File: config.mk
export PLATFORM = sky130hd
export DESIGN_NAME = demux1_2_tdm_deser
export DESIGN_NICKNAME = d
export VERILOG_FILES = /design/src/rtl/demux1_2_tdm_deser_pkg.sv /design/src/rtl/and_two_input_gate.sv /design/src/rtl/demux1_2_1bit.sv /design/src/rtl/inversor_as_not_gate.sv /design/src/rtl/demux1_2_tdm_deser.sv
export SDC_FILE = /design/constraint.sdc
export NUM_CORES = 1
export LEC_CHECK = 0
export ABC_AREA = 1
export BUFFER_PORTS_ARGS = -buffer_cell sky130_fd_sc_hd__buf_2
export CORE_UTILIZATION = 50
export CTS_BUF_LIST = sky130_fd_sc_hd__clkbuf_4 sky130_fd_sc_hd__clkbuf_8
export DETAILED_ROUTE_END_ITERATION = 12
export PLACE_DENSITY = 0.69
export SETUP_SLACK_MARGIN = 0.02
export SLEW_MARGIN = 10
export SYNTH_ARGS = -nofsm -noshare
export SYNTH_HDL_FRONTEND = slang
export SYNTH_HIERARCHICAL = 1
export SYNTH_SLANG_ARGS = --single-unit
File: constraint.sdc
create_clock -name clk -period 1.4 [get_ports clk]
set_input_delay 0.21 -clock clk [delete_from_list [all_inputs] [get_ports clk]]
set_output_delay 0.21 -clock clk [all_outputs]
set_load 0.005 [all_outputs]
File: src/rtl/demux1_2_tdm_deser_pkg.sv
// Shared types and helpers for the 1:2 TDM deserializer: FSM state encoding
// and the frame bit-counter width.
package demux1_2_tdm_deser_pkg;

  typedef enum logic {
    ST_IDLE = 1'b0,
    ST_RECV = 1'b1
  } state_t;

  // Width of a counter that reaches 2*w-1; never narrower than one bit.
  function automatic int cnt_width(input int w);
    return (2 * w > 1) ? $clog2(2 * w) : 1;
  endfunction

endpackage

File: src/rtl/and_two_input_gate.sv
// Two-input AND used as a structural building block.
module and_two_input_gate (
  input  logic a,
  input  logic b,
  output logic y
);

  assign y = a & b;

endmodule

File: src/rtl/demux1_2_1bit.sv
// Combinational 1:2 demux: routes `in` to out0 when selec=0, to out1 when selec=1.
module demux1_2_1bit (
  input  logic in,
  input  logic selec,
  output logic out0,
  output logic out1
);

  logic selec_n;

  inversor_as_not_gate u_inv (
    .a (selec),
    .y (selec_n)
  );

  and_two_input_gate u_and0 (
    .a (in),
    .b (selec_n),
    .y (out0)
  );

  and_two_input_gate u_and1 (
    .a (in),
    .b (selec),
    .y (out1)
  );

endmodule

File: src/rtl/inversor_as_not_gate.sv
// Single-input inverter used as a structural building block.
module inversor_as_not_gate (
  input  logic a,
  output logic y
);

  assign y = ~a;

endmodule

File: src/rtl/demux1_2_tdm_deser.sv
// Receive side of a 1-bit two-channel TDM line: splits the interleaved serial
// stream into two W-bit words, aligned by a sync pulse on each frame's first bit.
module demux1_2_tdm_deser
  import demux1_2_tdm_deser_pkg::*;
#(
  parameter int W = 4
) (
  input  logic         clk,
  input  logic         reset_L,
  input  logic         in_demux_1bit,
  input  logic         valid_in,
  input  logic         sync_in,
  output logic [W-1:0] out0_word,
  output logic [W-1:0] out1_word,
  output logic         word_valid,
  output logic         frame_err,
  output logic         selec_1bit
);

  localparam int            CW   = cnt_width(W);
  localparam logic [CW-1:0] LAST = CW'(2 * W - 1);

  state_t        state, state_nxt;
  logic [CW-1:0] cnt;
  logic [W-1:0]  sh0, sh1, sh0_nxt, sh1_nxt;
  logic          en0, en1;
  logic          start, take, done, err;

  // Per-channel shift enables: the valid strobe steered by the current select.
  demux1_2_1bit u_demux (
    .in    (valid_in),
    .selec (selec_1bit),
    .out0  (en0),
    .out1  (en1)
  );

  // NOTE: sequential state uses non-blocking assignments so every flop samples
  // pre-edge values regardless of process ordering.
  always_ff @(posedge clk or negedge reset_L) begin
    if (!reset_L) state <= ST_IDLE;
    else          state <= state_nxt;
  end

  // NOTE: each combinational output gets a default first so no path leaves it
  // unassigned, which would infer a latch.
  always_comb begin
    state_nxt = state;
    case (state)
      ST_IDLE: if (valid_in && sync_in) state_nxt = ST_RECV;
      ST_RECV: if (valid_in && !sync_in && cnt == LAST) state_nxt = ST_IDLE;
      default: state_nxt = ST_IDLE;
    endcase
  end

  // A sync bit always (re)starts a frame; in RECV it also discards the partial frame.
  always_comb begin
    start = valid_in && sync_in;
    err   = (state == ST_RECV) && valid_in && sync_in && (cnt != '0);
    take  = (state == ST_RECV) && valid_in && !sync_in;
    done  = take && (cnt == LAST);
  end

  always_comb begin
    sh0_nxt = en0 ? W'({sh0, in_demux_1bit}) : sh0;
    sh1_nxt = en1 ? W'({sh1, in_demux_1bit}) : sh1;
  end

  always_ff @(posedge clk or negedge reset_L) begin
    if (!reset_L) begin
      cnt        <= '0;
      sh0        <= '0;
      sh1        <= '0;
      selec_1bit <= 1'b0;
      out0_word  <= '0;
      out1_word  <= '0;
      word_valid <= 1'b0;
      frame_err  <= 1'b0;
    end else begin
      word_valid <= done;
      frame_err  <= err;
      if (start) begin
        sh0        <= W'(in_demux_1bit);
        sh1        <= '0;
        cnt        <= CW'(1);
        selec_1bit <= 1'b1;
      end else if (take) begin
        sh0 <= sh0_nxt;
        sh1 <= sh1_nxt;
        if (done) begin
          // Last bit lands in the output words directly so they appear one clock later.
          out0_word  <= sh0_nxt;
          out1_word  <= sh1_nxt;
          cnt        <= '0;
          selec_1bit <= 1'b0;
        end else begin
          cnt        <= cnt + CW'(1);
          selec_1bit <= ~selec_1bit;
        end
      end
    end
  end

endmodule

# Word-level counts from Yosys, hierarchy flattened
# Cells that the tools add are included.
# W data, S select, Z words.
[word_totals]
reg_bits = 23
input_bits = 5
output_inout_bits = 11
[classes]
add_sub_neg = 1
n_eq_ne = 1
mux = 15
bitwise = 5
reduce_logical = 12
[op_table]
columns = ["cell", "count"]
rows = [
  ["$mux W4", 6],
  ["$mux W3", 3],
  ["$logic_and A1 B1 Y1", 8],
  ["$mux W1", 5],
  ["$add A3 B1 Y3 const B", 1],
  ["$eq A3 B3 Y1 const B", 1],
  ["$not A1 Y1", 3],
  ["$reduce_and A3 Y1", 1],
  ["$reduce_bool A3 Y1", 1],
  ["$and A1 B1 Y1", 2],
  ["$pmux W1 S2", 1],
  ["$reduce_bool A2 Y1", 1],
  ["$logic_not A1 Y1", 1],
]

# Longest topological paths before layout
# Gate-level depths: netlist (run 1).
[logic_depth]
depth_word = 6
mapped_depth = 8
ltp_nobuf = 8

# Cells and area by module
# The synthesis (run 1) kept the hierarchy.
[modules_own_cells]
columns = ["mod", "n_inst", "cells_per_inst", "area_each_um2"]
rows = [
  ["demux1_2_tdm_deser", 1, 138, 1117.3],
  ["and_two_input_gate", 2, 2, 7.5],
  ["inversor_as_not_gate", 1, 1, 3.8],
]

# Worst setup path after synthesis (run 1)
# Ideal clock, no wire load.
[synth_path]
path_type = "register to register"
start = "register cnt[0]"
end = "register cnt[2]"
setup_ps = 117
arrival_time_ps = 1102
setup_slack_ps = 181
stages_incl_launch_ff = 7
path_buffers = 1
synth_period_minus_slack_ps = 1219
cell_sequence = "dfrtp_1 -> ha_1 -> ha_1 -> clkbuf_1 -> inv_1 -> nand3_2 -> nand2_1"
[synth_between]
elab_chain_len = 5
[synth_rtl]
columns = ["element", "line_no", "rtl"]
rows = [
  ["start, declared", "demux1_2_tdm_deser.sv:24", "logic [CW-1:0] cnt;"],
  ["start signal, assigned", "demux1_2_tdm_deser.sv:96", "cnt <= cnt + CW'(1);"],
  ["branches (longest 2 deep; another with $add A3 B1 Y3)", "n/a", ""],
  ["$mux W3 (*)", "demux1_2_tdm_deser.sv:89", "if (done) begin"],
  ["$mux W3 (*)", "demux1_2_tdm_deser.sv:86", "end else if (take) begin"],
  ["$mux W3 (*)", "demux1_2_tdm_deser.sv:81", "if (start) begin"],
]
# Mark *: on every way between the ends. The select of a mux whose other input is x is not followed.
# A chain may end at the register's enable or synchronous reset.

# Worst setup path after layout (run 1)
[layout_path]
start = "register cnt[0]"
end = "register out0_word[2]"
[layout_between]
elab_chain_len = 3
[layout_rtl]
columns = ["element", "line_no", "rtl"]
rows = [
  ["$eq A3 B3 Y1", "demux1_2_tdm_deser.sv:60", "done = take && (cnt == LAST);"],
  ["$logic_and A1 B1 Y1", "demux1_2_tdm_deser.sv:60", ""],
  ["$reduce_and A3 Y1 (no source line)", "n/a", ""],
  ["end signal, assigned", "demux1_2_tdm_deser.sv:91", "out0_word <= sh0_nxt;"],
  ["end, declared", "demux1_2_tdm_deser.sv:13", "output logic [W-1:0] out0_word,"],
]
# No other way between the ends.

==> results.yml, run 1 <==
outcome:
  status: "completed"
placement:
  place_worst_setup_slack_ns: 0.111
  io_buffers: 15
  place.gp.congestion: 0.810
  dp.final_hpwl_mm: 1.61
synth:
  synthesis.area_um2: 1140
  netlist.area_leader.share_pct: 50.7
  syn_inst: 143
  yosys-top-cells-area: "dfrtp_1 (51%), nand2_1 (24%), nand3_1 (8.8%)"
  synth_top_cell_by_area: "dfrtp_1"
  ys_warn_count: 6
  ys_types: 14
  ys_seq_area_share_pct: 50.7
  ys_seq_elements: 23
  syn_avg_cell_area_um2: 7.94
  syn-num-nets: 151
clock_tree:
  clkSinkCount: 23
  cts_max_path_buffers: 2
  cts_buffers: 3
  insertion_delay_ns: 0.31
  cts_root_buf: "clkbuf_4"
  clkTransAtPathRegs_ns: 0.13
  cts_max_level: 1
  cts_tree: "built"
setup_path:
  r2r_cells: 6
  cp_data_arrival_time_ns: 1.50
  critPathLaunch: "cnt[0]"
  cp.depth: 6
  path_buf_inv: 1
  cp_max_fo: 9
  cp_slowest_cell: "dfrtp_1"
  worstPathRequired_ns: 1.66
  r2r-start: "cnt[0]"
  endpoint_kind: "flip-flop"
  crit_type: "flip-flop to flip-flop"
  crit_family: "flip-flops"
  start_kind: "flip-flop"
  slowest_delay_ns: 0.41
  path_cells: "ha_1, ha_1, nand4_1, buf_6, nand2_1, nand2_1"
die:
  initial_core_util_pct: 55.6
  die_area_um2: 2470
  boundaryPins: 16
  fp.dieW_um: 49.7
  die_height_um: 49.7
  coreArea_um2: 2040
  rows: 16
flow_run:
  max-cap-violations: 0
sta:
  setup_slack_ns: 0.160
  fmax_mhz: 806
  slew_headroom_pct: 65.9
  rsz0062_at_grt: "no"
  clock-skew-final_ns: 0.00584
  fin_setup_tns_ns: 0
  min_period_over_period_pct: 88.6
  finalSetupViolations: 0
  hold_viol: 0
  fin_crit_ns: 1.24
  report.final.slew_viol_count: 0
  tightest_slew_ns: 0.511
grt:
  grt_usage_pct: 21.8
  grt_pass1_vias: 863
  grt_pass1_wl_mm: 4.02
  antenna_found_initial: 0
  grt_max_degree: 24
  gr-total-overflow: 0
cells_and_area:
  drive_above_1_share_pct: 16.0
  area_growth_pct: 12.2
  num_antenna_cells: 0
  nNetsFinal: 171
  n_fill_cell: 196
power_and_ir_drop:
  p_per_area_nw_per_um2: 972
  p_leak_nw: 0.787
  vdd_drop_max_v: 0.000669
routing:
  routedWlPerCell_um: 12.5
  finalWirelength_mm: 2.37
  vias: 962
  drc: 0
  dr.pass1.iters: 4
  ant_nets: 0
  dr.first_iter.drc_count: 33
  vias_per_cell: 5.09
hold_path:
  hp-class: "input pin to flip-flop"
  hold_path.startpoint: "in_demux_1bit"
  holdPathStages: 3
==> cells in the mapped netlist (all sizes together) <==
master,count
nand3,21
a211oi,1
nand4,1
inv,13
clkbuf,1
buf,4
nor2,3
ha,3
dfrtp,23
nand2,73
==> final cells by class <==
cell class	instances	area, µm²	area share (%)
well taps	27	33.8	2.65
flip-flops and latches	23	576	45.1
multi-input cells	102	470	36.9
clock inverters	1	5.00	0.393
clock buffers	3	22.5	1.77
repair buffers	20	119	9.32
inverters	13	48.8	3.83
==> layer usage <==
layer  track usage, %  vias up  routed length [µm]
met1             29.7      455                1100
met5                0        -                   0
met2             34.2       17                1170
met3             3.70        4                  73
met4             8.57        0                  34
li1                 -      486                   -
==> timing repair <==
action,in CTS,in global routing
buffers inserted,0,2
setup endpoints to repair,0,8
resized for setup,0,1
hold buffers,1,0
endpoints found under the hold margin,23,0
==> power by group <==
| part | internal (W) | switching (W) | total [W] | leakage (nW) |
|---|---|---|---|---|
| clock network | 0.000107 | 0.000206 | 0.000313 | 0.0177 |
| registers | 0.000700 | 0.0000292 | 0.000729 | 0.307 |
| logic | 0.0000699 | 0.000127 | 0.000197 | 0.463 |
==> worst min-delay path: cells and delay by family <==
| family | cells | cell delay, ns |
|---|---|---|
| buffers and inverters | 1 | 0.13 |
| AND/OR/NAND/NOR | 2 | 0.13 |
==> registers in the layout (all words and copies together), names as in the netlist <==
signal	count
cnt	3
state	1
out1_word	4
sh0	4
selec_1bit	1
out0_word	4
word_valid	1
sh1	4
frame_err	1
==> path summary, 6_finish.rpt <==
| path | endpoint | slack, ns |
|---|---|---|
| min in group asynchronous | sh0[0] | 0.38 |
| hold reg to reg | out1_word[1] | 0.49 |
| setup reg to reg | out0_word[2] | 0.16 |
| setup / recovery | out0_word[2] | 0.16 |
| max in group asynchronous | out0_word[2] | 0.67 |
| hold / removal | sh0[0] | 0.18 |
==> cell usage in the layout, fill, tap and decap left out, types with 2 or more instances in the layout <==
cell      Yosys  final
buf_4         3      3
buf_2         0     15
dfrtp_1      23     23
ha_1          3      3
nor2_1        2      2
nand2_1      72     72
nand3_1      20     20
inv_1        13     13
clkbuf_4      0      3
==> through the flow <==
step	cell area, µm²	util, %	hold slack, ns	cells	power, W
4_1_cts	1260	61.5	0.173	187	0.00124
6_report	1270	62.4	0.180	189	0.00124
3_3_place_gp	1220	59.7	0.208	182	0.000921
3_5_place_dp	1220	59.7	0.211	182	0.000929
5_1_grt	1270	62.4	0.174	189	0.00131
2_1_floorplan	1140	-	-0.0856	143	0.000866
==> kinds of logic after synthesis <==
kind of cell             count (synthesis)  synth area share, %
AND/OR/NAND/NOR                         98                 37.4
flip-flops                              23                 50.7
buffers and inverters                   18                 7.93
adder cells (fa/ha/maj)                  3                 3.30
AO/OA/AOI/OAI                            1                0.661
Power figures use the tool's default switching activity.
==> run 2, diff against run 1 <==
Settings changed: CORE_MARGIN set to 2, SYNTH_HIERARCHICAL 1 to not set.
==> results.yml, run 2 <==
cells_and_area:
  area_growth_pct: 11.1
  nNetsFinal: 173
  n_fill_cell: 204
  register_area_um2: 576
  multi_input_area_um2: 512
  final_common_cell: "nand2_1"
  num_antenna_cells: 0
  drive_above_1_share_pct: 20.1
  utilization_pct: 58.8
  fin_area_um2: 1300
  layout_common_cells: "nand2_1 (72), dfrtp_1 (23), nand3_1 (19), buf_2 (15), inv_1 (10)"
placement:
  place.gp.congestion: 0.843
  dp.final_hpwl_mm: 1.54
  io_buffers: 15
  placed_area_um2: 1240
synth:
  syn_avg_cell_area_um2: 8.02
  syn-num-nets: 154
  ys_seq_area_share_pct: 49.1
  synthTopCellsByCount: "nand2_1 (72), dfrtp_1 (23), nand3_1 (19), inv_1 (11)"
  synth-compound-area-share_pct: 1.82
  synth_top_cell_by_area: "dfrtp_1"
  muxShareOfSynthArea_pct: 0
  synth_most_common_cell: "nand2_1"
  syn_inst: 146
  synthAdderAreaFrac_pct: 3.21
  async_flop_share_pct: 100
  synth_edf_count: 0
  synth_top_family_by_area: "simple AND/OR/NAND/NOR gates"
  netlist.area_leader.share_pct: 49.1
  ys_warn_count: 0
  yosys-top-cells-area: "dfrtp_1 (49%), nand2_1 (23%), nand3_1 (8.1%)"
  synthesis.area_um2: 1170
  synth-xor-area-share_pct: 0
  synth_flop_cell: "dfrtp_1"
  synth-simple-area-share_pct: 37.5
  ys_seq_elements: 23
  ys_types: 15
die:
  die_area_um2: 2750
  fp.dieW_um: 52.4
  initial_core_util_pct: 52.9
  rows: 17
  die_height_um: 52.4
  boundaryPins: 16
  coreArea_um2: 2210
flow_run:
  max-cap-violations: 0
clock_tree:
  insertion_delay_ns: 0.31
  cts_max_path_buffers: 2
  cts_root_buf: "clkbuf_4"
  cts_buffers: 3
  cts_tree: "built"
  cts_max_level: 1
  clkSinkCount: 23
  clkTransAtPathRegs_ns: 0.13
setup_path:
  r2r-start: "cnt[0]"
  critPathLaunch: "cnt[0]"
  critPathCapture: "out0_word[3]"
  r2r_setup_slack_ns: 0.15
  r2r_end: "out0_word[3]"
  r2r_cells: 6
  cp_max_fo: 4
  worstPathRequired_ns: 1.61
  crit_type: "flip-flop to flip-flop"
  cp_data_arrival_time_ns: 1.46
  start_kind: "flip-flop"
  endpoint_kind: "flip-flop"
routing:
  routedWlPerCell_um: 12.2
  dr.first_iter.drc_count: 20
  finalWirelength_mm: 2.35
  vias: 976
  vias_per_cell: 5.08
  ant_nets: 0
  dr.pass1.iters: 4
  drc: 0
sta:
  tightest_slew_ns: 0.506
  report.final.slew_viol_count: 0
  fmax_mhz: 800
  finalSetupViolations: 0
  fin_setup_tns_ns: 0
  whs_ns: 0.188
  clock-skew-final_ns: 0.00841
  min_period_over_period_pct: 89.3
  rsz0062_at_grt: "no"
  fin_crit_ns: 1.25
  hold_viol: 0
  slew_headroom_pct: 66.2
grt:
  grt_pass1_wl_mm: 3.73
  gr-total-overflow: 0
  grt_usage_pct: 18.6
  grt_max_degree: 24
  grt_pass1_vias: 863
  antenna_found_initial: 0
hold_path:
  hp-class: "input pin to flip-flop"
power_and_ir_drop:
  pwr-share-seq_pct: 57.4
  p_per_area_nw_per_um2: 999
  intPower_w: 0.000921
  p_comb_share_pct: 17.4
  power.switching_w: 0.000379
  clock_power_share_pct: 25.2
  p_sw_share_pct: 29.2
  p_leak_nw: 0.774
  vdd_drop_max_v: 0.000572
outcome:
  status: "completed"
run 2: changes by cell type after synthesis:
cell      previous run  this run
nor2_4               0         2
nand4_1              1         0
o21ai_0              0         1
inv_1               13        11
nand2_2              0         2
nand3_2              1         2
buf_8                1         0
clkbuf_1             1         0
o21ai_2              0         1
nand3_1             20        19
nor2_8               1         0
buf_6                0         3
run 2: repair_timing:
action                     in CTS  in global routing
hold buffers                    1                  0
buffers inserted                0                  1
resized for setup               0                  3
hold endpoints to repair       23                  0
setup endpoints to repair       0                  8
run 2: worst min-delay path by stage:
stage / from / to / slack [ns] / depth (start not counted)
floorplan: reset_L / cnt[0] / -0.09 / 0
global placement: reset_L / selec_1bit / 0.21 / 1
detailed placement: reset_L / sh1[0] / 0.21 / 1
CTS: sync_in / frame_err / 0.18 / 3
global route: sync_in / frame_err / 0.18 / 3
finish: sync_in / frame_err / 0.19 / 3
run 2: cell type report:
cell class	count	share of cell area [%]
multi-input combinational	107	39.3
inverter	11	3.17
sequential	23	44.2
clock buffer	4	2.31
timing repair buffer	19	8.27
tap	28	2.69
run 2: stage by stage:
stage	total power (W)	instances	setup WS, ns
2_1_floorplan	0.000919	146	0.213
3_3_place_gp	0.000961	185	0.163
3_5_place_dp	0.000971	185	0.132
4_1_cts	0.00130	190	0.106
5_1_grt	0.00137	192	0.0751
6_report	0.00130	192	0.150
run 2: critical path, cell delays in order (launching register included):
cell and delay [ns]:
dfrtp_1 0.43, ha_1 0.21, ha_2 0.20, inv_2 0.11
nor2_2 0.07, nand2_1 0.07, nand2_1 0.05
run 2: logic make-up (layout without fill, tap and decap cells):
group / after synthesis / in the layout
flops: 23 / 23
compound gates: 3 / 3
fa+ha+maj: 3 / 3
simple gates: 100 / 101
buf+inv: 17 / 34
run 2: power by group through the flow:
stage | Combinational, W | Sequential [W] | Clock [W]
2_1_floorplan | 0.000173 | 0.000746 | 0
3_3_place_gp | 0.000206 | 0.000755 | 0
3_5_place_dp | 0.000213 | 0.000758 | 0
4_1_cts | 0.000216 | 0.000745 | 0.000336
5_1_grt | 0.000257 | 0.000753 | 0.000363
6_report | 0.000226 | 0.000746 | 0.000328
run 2: metal layers:
| layer | GRT usage (%) | up-vias | wire length (µm) |
|---|---|---|---|
| met5 | 0 | - | 0 |
| met4 | 8.55 | 0 | 34 |
| met3 | 4.29 | 6 | 110 |
| met2 | 31.3 | 23 | 1170 |
| met1 | 22.4 | 457 | 1040 |
| li1 | - | 490 | - |
